===== src/rtl/acam_pkg.sv =====
// Shared definitions for the acoustic capture path.
// Holds the sample/frame geometry, the read-sequencer state encoding and a
// small bank-select helper used by both the frame controller and its reader.
package acam_pkg;

   localparam int SAMPLE_W = 16;
   localparam int FRAME_AW = 9;

   typedef enum logic [1:0] {
      IDLE  = 2'd0,
      READ  = 2'd1,
      DRAIN = 2'd2
   } rd_state_t;

   // One-hot bank enable for a 1-bit bank index (bank0 = bit0).
   function automatic logic [1:0] bank_sel(input logic bank);
      if (bank) begin
         return 2'b10;
      end else begin
         return 2'b01;
      end
   endfunction

endpackage


===== src/rtl/pp_rd_seq.sv =====
// Read sequencer of the ping-pong frame buffer.
// Streams one full bank as a burst of 2**AW addresses, then waits RD_LAT
// cycles for the last RAM data before releasing the bank.
// Ports:
//   clk, reset            clock, synchronous active-high reset
//   rd_start, frame_rdy   consumer request / a readable bank exists
//   next_bank             oldest full bank, latched at burst start
//   ram_ceb, ram_adb      RAM B port read enable (one-hot) and address
//   busy, rd_bank         a burst owns rd_bank
//   rd_done               one-cycle pulse: burst finished, free rd_bank
//   out_valid, out_last   read issue delayed by RD_LAT
//   out_bank              bank of the data currently on the RAM outputs
module pp_rd_seq
   import acam_pkg::*;
#(
   parameter int AW     = FRAME_AW,
   parameter int RD_LAT = 1
)
(
   input  logic          clk,
   input  logic          reset,
   input  logic          rd_start,
   input  logic          frame_rdy,
   input  logic          next_bank,
   output logic [1:0]    ram_ceb,
   output logic [AW-1:0] ram_adb,
   output logic          busy,
   output logic          rd_bank,
   output logic          rd_done,
   output logic          out_valid,
   output logic          out_last,
   output logic          out_bank
);

   localparam int DCW = (RD_LAT > 1) ? $clog2(RD_LAT) : 1;
   localparam logic [AW-1:0]  PTR_LAST   = {AW{1'b1}};
   localparam logic [AW-1:0]  PTR_ONE    = AW'(1);
   localparam logic [DCW-1:0] DRAIN_LAST = DCW'(RD_LAT - 1);
   localparam logic [DCW-1:0] DRAIN_ONE  = DCW'(1);

   rd_state_t       state_r, state_nxt_s;
   logic [AW-1:0]   rd_ptr_r;
   logic            rd_bank_r;
   logic [DCW-1:0]  drain_cnt_r;
   logic            load_s, issue_s, done_s;
   logic [RD_LAT-1:0] vld_sh_r, last_sh_r, bank_sh_r;

   // Next-state and per-cycle strobes of the read FSM.
   always_comb begin
      state_nxt_s = state_r;
      load_s      = 1'b0;
      issue_s     = 1'b0;
      done_s      = 1'b0;
      case (state_r)
         IDLE: begin
            if (rd_start && frame_rdy) begin
               state_nxt_s = READ;
               load_s      = 1'b1;
            end else begin
               state_nxt_s = IDLE;
            end
         end
         READ: begin
            issue_s = 1'b1;
            if (rd_ptr_r == PTR_LAST) begin
               state_nxt_s = DRAIN;
            end else begin
               state_nxt_s = READ;
            end
         end
         DRAIN: begin
            if (drain_cnt_r == DRAIN_LAST) begin
               done_s      = 1'b1;
               state_nxt_s = IDLE;
            end else begin
               state_nxt_s = DRAIN;
            end
         end
         default: begin
            state_nxt_s = IDLE;
         end
      endcase
   end

   // FSM state register.
   always_ff @(posedge clk) begin
      if (reset) begin
         state_r <= IDLE;
      end else begin
         state_r <= state_nxt_s;
      end
   end

   // Read pointer, owned bank and drain counter.
   always_ff @(posedge clk) begin
      if (reset) begin
         rd_ptr_r    <= {AW{1'b0}};
         rd_bank_r   <= 1'b0;
         drain_cnt_r <= {DCW{1'b0}};
      end else begin
         if (load_s) begin
            rd_ptr_r  <= {AW{1'b0}};
            rd_bank_r <= next_bank;
         end else if (issue_s) begin
            rd_ptr_r <= rd_ptr_r + PTR_ONE;   // wraps to 0 after the last address
         end
         if (state_r == DRAIN) begin
            drain_cnt_r <= drain_cnt_r + DRAIN_ONE;
         end else begin
            drain_cnt_r <= {DCW{1'b0}};
         end
      end
   end

   // Delay line aligning valid/last/bank with the RAM read latency.
   always_ff @(posedge clk) begin
      if (reset) begin
         vld_sh_r  <= {RD_LAT{1'b0}};
         last_sh_r <= {RD_LAT{1'b0}};
         bank_sh_r <= {RD_LAT{1'b0}};
      end else begin
         vld_sh_r[0]  <= issue_s;
         last_sh_r[0] <= issue_s && (rd_ptr_r == PTR_LAST);
         bank_sh_r[0] <= rd_bank_r;
         for (int i = 1; i < RD_LAT; i++) begin
            vld_sh_r[i]  <= vld_sh_r[i-1];
            last_sh_r[i] <= last_sh_r[i-1];
            bank_sh_r[i] <= bank_sh_r[i-1];
         end
      end
   end

   // RAM B enable: only the owned bank, only while addresses are issued.
   always_comb begin
      if (issue_s) begin
         ram_ceb = bank_sel(rd_bank_r);
      end else begin
         ram_ceb = 2'b00;
      end
   end

   assign ram_adb   = rd_ptr_r;
   assign busy      = (state_r != IDLE);
   assign rd_bank   = rd_bank_r;
   assign rd_done   = done_s;
   assign out_valid = vld_sh_r[RD_LAT-1];
   assign out_last  = last_sh_r[RD_LAT-1];
   assign out_bank  = bank_sh_r[RD_LAT-1];

endmodule


===== src/rtl/pingpong_frame_ctrl.sv =====
// Ping-pong frame buffer controller for two 512x16 SDPB sample RAMs.
// The mic PCM stream is written into one bank while the consumer bursts a
// complete frame out of the other. Write side and bank bookkeeping live here;
// the read burst is sequenced by pp_rd_seq.
// Ports:
//   clk, reset                 clock, synchronous active-high reset
//   in_valid, in_data          input sample strobe / sample (no backpressure)
//   overflow                   sticky: a sample was dropped, both banks full
//   frame_rdy                  a full bank not currently being read exists
//   rd_start                   consumer request for one frame burst
//   out_valid/out_data/out_last  output sample stream
//   ram_cea, ram_ada, ram_din  RAM A write port (registered)
//   ram_ceb, ram_oce, ram_adb  RAM B read port
//   ram_dout0, ram_dout1       RAM read data of bank0 / bank1
module pingpong_frame_ctrl
   import acam_pkg::*;
#(
   parameter int AW     = FRAME_AW,
   parameter int DW     = SAMPLE_W,
   parameter int RD_LAT = 1
)
(
   input  logic          clk,
   input  logic          reset,
   input  logic          in_valid,
   input  logic [DW-1:0] in_data,
   output logic          overflow,
   output logic          frame_rdy,
   input  logic          rd_start,
   output logic          out_valid,
   output logic [DW-1:0] out_data,
   output logic          out_last,
   output logic [1:0]    ram_cea,
   output logic [AW-1:0] ram_ada,
   output logic [DW-1:0] ram_din,
   output logic [1:0]    ram_ceb,
   output logic          ram_oce,
   output logic [AW-1:0] ram_adb,
   input  logic [DW-1:0] ram_dout0,
   input  logic [DW-1:0] ram_dout1
);

   localparam logic [AW-1:0] PTR_LAST = {AW{1'b1}};
   localparam logic [AW-1:0] PTR_ONE  = AW'(1);

   logic [1:0]    full_r, full_nxt_s, reading_mask_s;
   logic          wr_bank_r, order_r, overflow_r;
   logic [AW-1:0] wr_ptr_r, ada_r;
   logic [DW-1:0] din_r;
   logic [1:0]    cea_r;
   logic          wr_ok_s, wr_wrap_s;
   logic          busy_s, rd_bank_s, rd_done_s, out_bank_s, out_valid_s;

   // Banks fill strictly alternately and are drained in the same order, so
   // the oldest full bank is the one after the bank last released.
   pp_rd_seq #(.AW(AW), .RD_LAT(RD_LAT)) u_rd_seq (
      .clk       (clk),
      .reset     (reset),
      .rd_start  (rd_start),
      .frame_rdy (frame_rdy),
      .next_bank (order_r),
      .ram_ceb   (ram_ceb),
      .ram_adb   (ram_adb),
      .busy      (busy_s),
      .rd_bank   (rd_bank_s),
      .rd_done   (rd_done_s),
      .out_valid (out_valid_s),
      .out_last  (out_last),
      .out_bank  (out_bank_s)
   );

   assign wr_ok_s   = in_valid && !full_r[wr_bank_r];
   assign wr_wrap_s = wr_ok_s && (wr_ptr_r == PTR_LAST);

   // Bank owned by an active read burst is not offered as ready.
   always_comb begin
      if (busy_s) begin
         reading_mask_s = bank_sel(rd_bank_s);
      end else begin
         reading_mask_s = 2'b00;
      end
   end

   // Full flags: release at end of drain, set when the last sample is accepted.
   always_comb begin
      full_nxt_s = full_r;
      if (rd_done_s) begin
         full_nxt_s = full_nxt_s & ~bank_sel(rd_bank_s);
      end else begin
         full_nxt_s = full_nxt_s;
      end
      if (wr_wrap_s) begin
         full_nxt_s = full_nxt_s | bank_sel(wr_bank_r);
      end else begin
         full_nxt_s = full_nxt_s;
      end
   end

   // Write port, write pointer, bank bookkeeping and overflow flag.
   always_ff @(posedge clk) begin
      if (reset) begin
         full_r     <= 2'b00;
         wr_bank_r  <= 1'b0;
         wr_ptr_r   <= {AW{1'b0}};
         order_r    <= 1'b0;
         overflow_r <= 1'b0;
         cea_r      <= 2'b00;
         ada_r      <= {AW{1'b0}};
         din_r      <= {DW{1'b0}};
      end else begin
         full_r <= full_nxt_s;
         if (wr_ok_s) begin
            cea_r <= bank_sel(wr_bank_r);
            ada_r <= wr_ptr_r;
            din_r <= in_data;
         end else begin
            cea_r <= 2'b00;
         end
         if (wr_wrap_s) begin
            wr_ptr_r  <= {AW{1'b0}};
            wr_bank_r <= ~wr_bank_r;
         end else if (wr_ok_s) begin
            wr_ptr_r <= wr_ptr_r + PTR_ONE;
         end
         // A blocked bank drops the sample; the pointer stays put.
         if (in_valid && full_r[wr_bank_r]) begin
            overflow_r <= 1'b1;
         end
         if (rd_done_s) begin
            order_r <= ~rd_bank_s;
         end
      end
   end

   // Output data follows the bank that was addressed RD_LAT cycles ago.
   always_comb begin
      if (out_valid_s) begin
         out_data = out_bank_s ? ram_dout1 : ram_dout0;
      end else begin
         out_data = {DW{1'b0}};
      end
   end

   assign frame_rdy = |(full_r & ~reading_mask_s);
   assign out_valid = out_valid_s;
   assign overflow  = overflow_r;
   assign ram_cea   = cea_r;
   assign ram_ada   = ada_r;
   assign ram_din   = din_r;
   assign ram_oce   = 1'b1;

endmodule


===== config.mk =====
export PLATFORM = sky130hd
export DESIGN_NAME = pingpong_frame_ctrl
export DESIGN_NICKNAME = d
export VERILOG_FILES = /design/src/rtl/acam_pkg.sv /design/src/rtl/pp_rd_seq.sv /design/src/rtl/pingpong_frame_ctrl.sv
export SDC_FILE = /design/constraint.sdc
export NUM_CORES = 1
export LEC_CHECK = 0
export ABC_AREA = 1
export CAP_MARGIN = 20
export CORE_MARGIN = 4
export CORE_UTILIZATION = 45
export CTS_CLUSTER_SIZE = 12
export DETAILED_ROUTE_END_ITERATION = 8
export PLACE_DENSITY = 0.95
export SYNTH_ARGS = -nofsm -noshare
export SYNTH_HDL_FRONTEND = slang
export SYNTH_HIERARCHICAL = 1
export SYNTH_SLANG_ARGS = --single-unit

===== constraint.sdc =====
create_clock -name clk -period 3.9 [get_ports clk]
set_input_delay 0.975 -clock clk [delete_from_list [all_inputs] [get_ports clk]]
set_output_delay 0.975 -clock clk [all_outputs]
set_load 0.03 [all_outputs]

==> qor.yml <==
synthMuxAreaShare_pct: 0
p_leak_nw: 1.48
synth_most_common_cell: "nand2_1"
finish.utilization_pct: 69.1
syn_nets: 417
synth_top_area_share_pct: 44.4
cts_hold_buf: 0
yosys_warnings: 6
area_delta_synth_final_pct: 48.2
p_per_area_mw_per_mm2: 308
finalSetupTns_ns: 0
syn-cell-area_mm2: 0.00257
drt_wl_total_mm: 6.94
grt_start_max_net_pins: 36
fmax_ghz: 0.300
synth_fa_ha_area_share_pct: 1.95
ant_nets: 0
groute.usage.overall_pct: 20.3
synth_xor_area_share_pct: 0.682
switchingPower_w: 0.000281
synth_area_leaders: "dfxtp_1 44%, nand2_1 16%, nor2_1 8.6%"
synth_ff_type: "dfxtp_1"
cap_viol_max_count: 0
synthCells: 361
arrival_ns: 2.36
core_mm2: 0.00551
synth_compound_area_share_pct: 11.7
die_x_um: 83.6
slew_headroom_pct: 56.1
cp_max_fo: 1
numClockSinks: 57
cts-resized-gates: 0
synth_edf_count: 0
ys_top_cells_by_count: "109 x nand2_1, 59 x nor2_1, 57 x dfxtp_1, 39 x a21oi_1, 21 x inv_1"
p_int_w: 0.000892
start_util_pct: 46.6
clockPowerShare_pct: 36.8
synth_top_family_by_area: "simple AND/OR/NAND/NOR gates"
min_period_over_period_pct: 85.6
cts.clk_slew.worst_paths_ns: 0.06
grt_pass1_wl_mm: 11.8
synth_seq_cells: 57
die_h_um: 83.6
swShare_pct: 24.0
htreeDepth: 3
setup_viol: 0
peakVddDrop_v: 0.000243
die-area_mm2: 0.00698
drive_gt1_share_pct: 5.94
portBuffers: 109
std_cell_rows: 27
cts_tree: "built"
num_antenna_cells: 0
place.gp.congestion: 0.893
clock_tree.buffer_depth: 2
worst_pin_slew_ns: 0.658
critPathKind: "input pin to output pin"
drc: 0
insertion_delay_ns: 0.32
period_minus_slack_ns: 3.34
antenna_found_initial: 0
hpwl_mm: 5.18
slew_violations: 0
pin_count: 111
dr.pass1.iters: 4
async_flop_share_pct: 0
final_hold_viol_count: 0
ys_seq_area_share_pct: 44.4
status: "finished, final reports clean"
syn_area_per_cell_um2: 7.12
seq_power_share_pct: 51.4
post_cts_buffers: 0
r2r_start: "wr_ptr_r[1]$_SDFFE_PP0P_"
nets: 524
ys_types: 29
wire_per_inst_um: 12.8
synth_top_area_cell: "dfxtp_1"
synth_simple_gate_area_share_pct: 33.9
drtIter0Drc: 87
hold_path.startpoint: "u_rd_seq/drain_cnt_r$_SDFF_PP0_"
vias: 2666
grt_pass1_vias: 2612
clock_skew_ns: 0.00474
cp-start-kind: "input pin"
cp-startpoint: "ram_dout0[15]"
combPwrFrac_pct: 11.8
cts-buffers-inserted: 9
vias_per_cell: 4.91
required_ns: 2.92
min_path_type: "register to register"
grt-ovfl-total: 0
end_kind: "output pin"
rsz0062_at_grt: "false"
cts-root-buf: "clkbuf_8"
-- cell usage in the layout, fill, tap and decap left out, drive strengths merged, types with 4 or more instances in the layout --
cell / n
nor2: 64
clkdlybuf4s50: 109
dfxtp: 57
clkbuf: 13
a21oi: 39
nand3: 12
ha: 4
nand2: 113
inv: 24
nor3: 4
o21ai: 20
-- worst paths after layout --
kind | slack [ns] | end | depth (start not counted)
hold / removal | 0.45 | u_rd_seq/drain_cnt_r$_SDFF_PP0_ | 1
hold reg to reg | 0.45 | u_rd_seq/drain_cnt_r$_SDFF_PP0_ | 1
setup reg to reg | 1.93 | wr_ptr_r[6]$_SDFFE_PP0P_ | 10
setup / recovery | 0.56 | out_data[15] | 4
-- flip-flops by register name, summed over array words and instances (netlist names) --
register	flops
ram_din	16
ram_ada	9
u_rd_seq/ram_adb	9
wr_ptr_r	9
full_r	2
ram_cea	2
u_rd_seq/state_r	2
order_r	1
overflow	1
u_rd_seq/drain_cnt_r	1
u_rd_seq/out_bank	1
u_rd_seq/out_last	1
u_rd_seq/out_valid	1
u_rd_seq/rd_bank	1
wr_bank_r	1
-- per-stage QoR --
| stage | setup WS [ns] | hold slack, ns | instance area, µm² | cells | power [W] |
|---|---|---|---|---|---|
| floorplan | 1.47 | 0.421 | 2570 | 361 | 0.000677 |
| global route | 0.481 | 0.485 | 3810 | 543 | 0.00123 |
| finish | 0.563 | 0.446 | 3810 | 543 | 0.00117 |
| global placement | 0.572 | 0.431 | 3660 | 529 | 0.000751 |
| detailed placement | 0.538 | 0.438 | 3660 | 529 | 0.000754 |
| CTS | 0.540 | 0.447 | 3810 | 543 | 0.00119 |
-- cell type report --
type | instances | area, µm²
inverter | 24 | 90.1
sequential | 57 | 1140
multi-input combinational | 266 | 1240
clock inverter | 1 | 5.00
timing repair buffer | 110 | 1100
clock buffer | 13 | 139
fill | 447 | 1700
tap | 72 | 90.1
-- layer usage --
metal / vias to the layer above / GRT usage (%) / routed length (µm)
met5: - / 0 / 0
met4: 0 / 7.75 / 111
met3: 10 / 7.40 / 625
met2: 99 / 36.4 / 3430
met1: 1200 / 21.6 / 2780
li1: 1357 / - / -
-- power by group through the flow --
stage                     Sequential [W]  Combinational [W]  Clock [W]
after detailed placement        0.000615           0.000139          0
after global routing            0.000603           0.000149   0.000476
after global placement          0.000614           0.000136          0
after floorplan                 0.000635          0.0000414          0
after CTS                       0.000602           0.000139   0.000448
final                           0.000602           0.000138   0.000432
-- logic make-up (layout without fill, tap and decap cells) --
group           Yosys count  after routing
simple gates            199            199
other cells               1              1
flops                    57             57
xor+xnor                  2              2
fa+ha+maj                 4              4
buf+inv                  38            148
compound gates           60             60
-- critical path, stage by stage --
cell and delay [ns]:
clkdlybuf4s50_1 0.47, o21ai_0 0.08, nor2_1 0.14, clkdlybuf4s50_1 0.70
No activity file was read; power rests on OpenSTA's default activity.
